==> config.mk <==
export PLATFORM = sky130hd
export DESIGN_NAME = seven_seg_scan_ctrl
export DESIGN_NICKNAME = d
export VERILOG_FILES = /design/src/rtl/seven_seg_pkg.sv /design/src/rtl/seven_seg_scan_ctrl_tick.sv /design/src/rtl/seven_seg_scan_ctrl.sv
export SDC_FILE = /design/constraint.sdc
export NUM_CORES = 1
export LEC_CHECK = 0
export BUFFER_PORTS_ARGS = -buffer_cell sky130_fd_sc_hd__buf_2
export CAP_MARGIN = 20
export CELL_PAD_IN_SITES_DETAIL_PLACEMENT = 0
export CELL_PAD_IN_SITES_GLOBAL_PLACEMENT = 2
export CORE_MARGIN = 2
export CORE_UTILIZATION = 25
export DETAILED_ROUTE_END_ITERATION = 7
export PLACE_DENSITY = 0.58
export SETUP_SLACK_MARGIN = 0.02
export SLEW_MARGIN = 10
export SYNTH_ARGS = -nofsm -noshare
export SYNTH_HDL_FRONTEND = slang
export SYNTH_SLANG_ARGS = --single-unit
==> constraint.sdc <==
create_clock -name clk -period 1.9 [get_ports clk]
set_input_delay 0.475 -clock clk [delete_from_list [all_inputs] [get_ports clk]]
set_output_delay 0.475 -clock clk [all_outputs]
set_load 0.01 [all_outputs]
==> src/rtl/seven_seg_pkg.sv <==
// Shared constants, slot indices and output payload for the seven-segment scan controller.
package seven_seg_pkg;

  localparam int unsigned NUM_DIGITS = 6;
  localparam int unsigned SEG_W      = 7;
  localparam int unsigned SLOT_W     = 3;
  localparam int unsigned PHASE_W    = 3;
  localparam int unsigned NUM_PHASES = 8;

  localparam logic [SEG_W-1:0] SEG_BLANK = 7'h7F;
  localparam logic [SEG_W-1:0] SEG_ZERO  = 7'b1000000;

  localparam logic [SLOT_W-1:0] SLOT_S0 = 3'd0;
  localparam logic [SLOT_W-1:0] SLOT_S1 = 3'd1;
  localparam logic [SLOT_W-1:0] SLOT_M0 = 3'd2;
  localparam logic [SLOT_W-1:0] SLOT_M1 = 3'd3;
  localparam logic [SLOT_W-1:0] SLOT_H0 = 3'd4;
  localparam logic [SLOT_W-1:0] SLOT_H1 = 3'd5;

  typedef enum logic [1:0] {
    BLANK = 2'd0,
    DRIVE = 2'd1,
    DARK  = 2'd2
  } scan_state_t;

  // Everything that leaves the chip toward the display pins.
  typedef struct packed {
    logic [SEG_W-1:0]      seg;
    logic                  dp;
    logic [NUM_DIGITS-1:0] an;
  } disp_out_t;

  localparam disp_out_t DISP_OFF = '{seg: SEG_BLANK, dp: 1'b1, an: 6'h3F};

  // Phase 0 is the anti-ghost gap; phases 1..bright light the digit.
  function automatic scan_state_t phase_state(input logic [PHASE_W-1:0] phase,
                                              input logic [2:0]         bright);
    scan_state_t st;
    if (phase == '0) begin
      st = BLANK;
    end else if (phase <= bright) begin
      st = DRIVE;
    end else begin
      st = DARK;
    end
    return st;
  endfunction

endpackage

==> src/rtl/seven_seg_scan_ctrl_tick.sv <==
// scan_tick_gen: slot timing, phase extraction and frame strobe for the digit scan.
module scan_tick_gen
  import seven_seg_pkg::*;
#(
  parameter int unsigned SCAN_DIV = 100000
) (
  input  logic              clk,
  input  logic              rst_n,
  input  logic              en,
  output logic [SLOT_W-1:0] slot,
  output logic [PHASE_W-1:0] phase,
  output logic              slot_start_c,
  output logic              frame_end_c,
  output logic              frame_done
);

  localparam int unsigned TICK_W = $clog2(SCAN_DIV);
  localparam int unsigned PH_LEN = SCAN_DIV / NUM_PHASES;
  localparam int unsigned SUB_W  = (PH_LEN > 1) ? $clog2(PH_LEN) : 1;

  logic [TICK_W-1:0]  tick_q, tick_d;
  logic [SUB_W-1:0]   sub_q, sub_d;
  logic [PHASE_W-1:0] phase_q, phase_d;
  logic [SLOT_W-1:0]  slot_q, slot_d;
  logic               frame_done_q, frame_done_d;
  logic               tick_last_c;
  logic               sub_last_c;

  assign tick_last_c  = (tick_q == TICK_W'(SCAN_DIV - 1));
  assign sub_last_c   = (sub_q == SUB_W'(PH_LEN - 1));
  assign slot_start_c = (tick_q == '0);
  assign frame_end_c  = en && tick_last_c && (slot_q == SLOT_H1);

  assign slot       = slot_q;
  assign phase      = phase_q;
  assign frame_done = frame_done_q;

  // Advance tick/phase within a slot, wrap slots, flag the last cycle of a frame.
  always_comb begin
    tick_d       = tick_q;
    sub_d        = sub_q;
    phase_d      = phase_q;
    slot_d       = slot_q;
    frame_done_d = 1'b0;
    if (!en) begin
      tick_d  = '0;
      sub_d   = '0;
      phase_d = '0;
      slot_d  = SLOT_S0;
    end else if (tick_last_c) begin
      tick_d       = '0;
      sub_d        = '0;
      phase_d      = '0;
      slot_d       = (slot_q == SLOT_H1) ? SLOT_S0 : slot_q + SLOT_W'(1);
      frame_done_d = (slot_q == SLOT_H1);
    end else begin
      tick_d = tick_q + TICK_W'(1);
      if (sub_last_c) begin
        sub_d   = '0;
        phase_d = phase_q + PHASE_W'(1);
      end else begin
        sub_d = sub_q + SUB_W'(1);
      end
    end
  end

  // Counter registers.
  always_ff @(posedge clk or negedge rst_n) begin
    if (!rst_n) begin
      tick_q       <= '0;
      sub_q        <= '0;
      phase_q      <= '0;
      slot_q       <= SLOT_S0;
      frame_done_q <= 1'b0;
    end else begin
      tick_q       <= tick_d;
      sub_q        <= sub_d;
      phase_q      <= phase_d;
      slot_q       <= slot_d;
      frame_done_q <= frame_done_d;
    end
  end

endmodule

==> src/rtl/seven_seg_scan_ctrl.sv <==
// Six-digit seven-segment scan controller with PWM brightness, blanking, LZ suppression and colon blink.
module seven_seg_scan_ctrl
  import seven_seg_pkg::*;
#(
  parameter int unsigned SCAN_DIV     = 100000,
  parameter int unsigned BLINK_FRAMES = 500
) (
  input  logic                  clk,
  input  logic                  rst_n,
  input  logic                  en,
  input  logic [2:0]            bright,
  input  logic                  lz_en,
  input  logic                  colon_en,
  input  logic [SEG_W-1:0]      seg_s0,
  input  logic [SEG_W-1:0]      seg_s1,
  input  logic [SEG_W-1:0]      seg_m0,
  input  logic [SEG_W-1:0]      seg_m1,
  input  logic [SEG_W-1:0]      seg_h0,
  input  logic [SEG_W-1:0]      seg_h1,
  output logic [SEG_W-1:0]      seg,
  output logic                  dp,
  output logic [NUM_DIGITS-1:0] an,
  output logic                  frame_done
);

  localparam int unsigned FRAME_W = (BLINK_FRAMES > 1) ? $clog2(BLINK_FRAMES) : 1;

  logic [SLOT_W-1:0]  slot;
  logic [PHASE_W-1:0] phase;
  logic               slot_start_c;
  logic               frame_end_c;

  logic [SEG_W-1:0]   seg_in_c [NUM_DIGITS];
  logic [SEG_W-1:0]   pat_q    [NUM_DIGITS];
  logic [SEG_W-1:0]   pat_d    [NUM_DIGITS];
  logic [2:0]         bright_q, bright_d;
  logic [FRAME_W-1:0] frame_cnt_q, frame_cnt_d;
  logic               blink_q, blink_d;
  disp_out_t          out_q, out_d;
  scan_state_t        state_c;
  logic               lz_hide_c;

  scan_tick_gen #(
    .SCAN_DIV (SCAN_DIV)
  ) u_tick (
    .clk          (clk),
    .rst_n        (rst_n),
    .en           (en),
    .slot         (slot),
    .phase        (phase),
    .slot_start_c (slot_start_c),
    .frame_end_c  (frame_end_c),
    .frame_done   (frame_done)
  );

  assign seg_in_c[0] = seg_s0;
  assign seg_in_c[1] = seg_s1;
  assign seg_in_c[2] = seg_m0;
  assign seg_in_c[3] = seg_m1;
  assign seg_in_c[4] = seg_h0;
  assign seg_in_c[5] = seg_h1;

  assign state_c   = phase_state(phase, bright_q);
  assign lz_hide_c = lz_en && (slot == SLOT_H1) && (pat_q[5] == SEG_ZERO);

  assign seg = out_q.seg;
  assign dp  = out_q.dp;
  assign an  = out_q.an;

  // Brightness sample per slot, tear-free pattern latch per frame, colon blink divider.
  always_comb begin
    bright_d    = bright_q;
    frame_cnt_d = frame_cnt_q;
    blink_d     = blink_q;
    for (int i = 0; i < NUM_DIGITS; i++) begin
      pat_d[i] = pat_q[i];
    end
    if (slot_start_c) begin
      bright_d = bright;
    end
    if (en && slot_start_c && (slot == SLOT_S0)) begin
      for (int i = 0; i < NUM_DIGITS; i++) begin
        pat_d[i] = seg_in_c[i];
      end
    end
    if (frame_end_c) begin
      if (frame_cnt_q == FRAME_W'(BLINK_FRAMES - 1)) begin
        frame_cnt_d = '0;
        blink_d     = ~blink_q;
      end else begin
        frame_cnt_d = frame_cnt_q + FRAME_W'(1);
      end
    end
  end

  // Next display pin values from the current slot and phase.
  always_comb begin
    out_d = DISP_OFF;
    if (en && (state_c == DRIVE) && !lz_hide_c) begin
      out_d.an  = ~(NUM_DIGITS'(1) << slot);
      out_d.seg = pat_q[slot];
      out_d.dp  = !(((slot == SLOT_M0) || (slot == SLOT_H0)) && colon_en && blink_q);
    end
  end

  // State and output registers.
  always_ff @(posedge clk or negedge rst_n) begin
    if (!rst_n) begin
      bright_q    <= '0;
      frame_cnt_q <= '0;
      blink_q     <= 1'b0;
      out_q       <= DISP_OFF;
      for (int i = 0; i < NUM_DIGITS; i++) begin
        pat_q[i] <= SEG_BLANK;
      end
    end else begin
      bright_q    <= bright_d;
      frame_cnt_q <= frame_cnt_d;
      blink_q     <= blink_d;
      out_q       <= out_d;
      for (int i = 0; i < NUM_DIGITS; i++) begin
        pat_q[i] <= pat_d[i];
      end
    end
  end

endmodule

==> results.md <==
- FP Rows: 52
- Tmin final: 1.927 ns
- Share of cells above drive strength 1: 50.46%
- Seq/Total Area, Yosys: 53.29%
- Root Driver: clkbuf_16
- Vias in the first global route: 3977
- Die Y: 147.6 um
- Effective utilization at floorplan: 25.48%
- EDFF count, synth: 0
- Final Core Density: 33.04%
- R2r worst-path depth: 6
- Clock Path Buffers: 2
- GRT Total Usage: 12.45%
- Max-cap violations: 0
- # hold bufs at CTS: 0
- Finished Cell Area: 6686 um^2
- Mapped cell area: 5156 um^2
- Final Hold Fails: 0
- FF+latch count, synth: 107
- Area after DPL: 6143 um^2
- Dpl cells: 797
- Worst setup endpoint: pat_q[32]
- Reg2reg start: u_tick.tick_q[11]
- Kind of start point of the critical path: flip-flop
- Worst-path clk slew: 0.07 ns
- Final Non-Filler Cells: 819
- Post-Syn Nets: 490
- Final Power: 5.460 mW
- Pin count of the biggest net entering global routing: 43
- Initial antenna violation count: 0
- Count of cell types in the netlist: 52
- Status: complete, but fails checks
- Worst min-delay path category: primary input to async pin
- Initial DRC count: 148
- Post-DRT Antenna Nets: 0
- R2r setup slk: -0.03 ns
- Slew @ Worst Pin: 0.4708 ns
- Commonest non-fill, non-tap cell in the layout: buf_2
- Final Cycle Share: 101.4%
- Clock buffer count from CTS: 9
- Number of diodes: 0
- Syn_area_per_cell: 11.99 um^2
- Failing checks: negative setup slack
- Die X: 147.6 um
- Post-synth ARST share: 100.0%
- Routed len/inst: 15.75 um
- Max FO, Critical Path: 21
- Final net count: 604
- Worst Skew: 0.008984 ns
- Hold Slack: 0.05822 ns
- Crit path kind: flip-flop to flip-flop
- Port Buffers: 64
- Final TNS setup: -0.4438 ns
- Final setup violation count: 36
- End of the worst register-to-register path: pat_q[32]
- Pwr/cell area: 816.6 nW/um^2
- DRC violations left: 0
- Die area: 21790 um^2
- Synth warnings: 0
- CTS tree: done
- Vias post-DR: 3686
- IO Count: 65
- First-pass GRT wire length: 21.45 mm
- Clock sinks: 107
- Core ar.: 20230 um^2
- First-pass detailed-route iteration total: 4
- Worst Path Required: 2.18 ns
- Crit path DAT: 2.21 ns
- DRT Wirelength: 12.90 mm
- Gr ovfl total: 0
- GP Congestion: 0.7681
- Hpwl dp: 9.273 mm
- Fmax: 0.5189 GHz
- Setup crit start: u_tick.tick_q[11]
- Layout area overhead: 29.68%
- Post-Synthesis Cells: 430
- Leakage: 2.741 nW
- Worst skew pair latency: 0.36 ns
- Place WS: -0.05069 ns
- Setup ws final: -0.02723 ns
- Slew Limit Headroom: 68.61%
- Commonest cells after routing, fill and taps aside: buf_2, dfstp_2, dfrtp_1, buf_4, mux2_2
- IR drop worst, VDD: 0.3931 mV
- CP endpoint kind: flip-flop
- Vias per cell: 4.501
- H-tree lvl count: 3
- Max Slew Vio Count: 0
- Synth Flop Type: dfstp_2
- RSZ-0062 raised after global routing: true
repair_timing:
item / 4_1_cts / 5_1_grt
endpoints found under the setup margin: 45 / 70
pin swaps: 0 / 2
resized for setup: 1 / 37
setup buffers: 0 / 5
cloned: 0 / 1
worst min path at each step:
stage | start | end | slack [ns] | cells past startpoint
detailed placement | u_tick.sub_q[0] | u_tick.sub_q[0] | 0.44 | 1
global route | rst_n | u_tick.frame_done | 0.07 | 1
finish | rst_n | u_tick.frame_done | 0.06 | 1
CTS | rst_n | u_tick.frame_done | 0.07 | 1
global placement | u_tick.sub_q[0] | u_tick.sub_q[0] | 0.44 | 1
floorplan | rst_n | blink_q | 0.18 | 0
kinds of logic after synthesis:
family / share of synthesized area, %
DFF: 53.29
muxes: 14.88
buffers and inverters: 3.373
xor gates and xnor gates: 4.416
AOI/OAI and AO/OA: 5.848
and+or+nand+nor: 15.77
adders and majority gates: 2.427
worst max-delay path: stages, from the launching register on:
cell	delay [ns]
dfrtp_1	0.42
nor4_4	0.33
nand4b_1	0.22
nor3_4	0.20
buf_12	0.14
clkbuf_16	0.19
mux2_2	0.35
power breakdown:
group	internal, mW	total [mW]	switching [mW]
Sequential	2.69	2.83	0.143
Clock	0.968	1.92	0.950
Combinational	0.413	0.710	0.297
Total	4.07	5.46	1.39
cell usage after synthesis, drive strengths merged (10+ instances only):
library cell,count,area share [%]
ha,10,2.4
xor2,14,2.4
inv,17,1.2
a21oi,11,1.1
mux2,47,10
nand2,22,1.6
nor2,37,2.7
dfrtp,51,25
nand3,18,1.8
dfstp,56,29
buf,10,1.5
o21ai,10,1.0
xnor2,12,2.0
nand4,18,2.3
state kept, by name, indices dropped and copies added (netlist names):
signal and flops:
an 6, u_tick.frame_done 1, dp 1, u_tick.slot 3
bright_q 3, seg 7, u_tick.sub_q 14, blink_q 1
frame_cnt_q 9, u_tick.tick_q 17, u_tick.phase 3, pat_q 42
final cells by class:
cell class	instances	area [um^2]
Sequential cell	107	2750
Fill cell	2058	13550
Multi-Input combinational cell	287	2375
Clock inverter	6	62.56
Inverter	18	67.56
Tap cell	270	337.8
Clock buffer	10	239.0
Timing Repair Buffer	121	854.6
routing by layer:
| metal | share of wire, % | wire length (um) | global-route usage (%) | up-vias |
|---|---|---|---|---|
| li1 | - | - | - | 1774 |
| met1 | 45 | 5836 | 16.13 | 1864 |
| met2 | 51 | 6517 | 20.65 | 42 |
| met3 | 3.2 | 411 | 3.272 | 6 |
| met4 | 1.0 | 130 | 3.317 | 0 |
| met5 | 0 | 0 | 0 | - |
No activity file was read; power rests on OpenSTA's default activity.
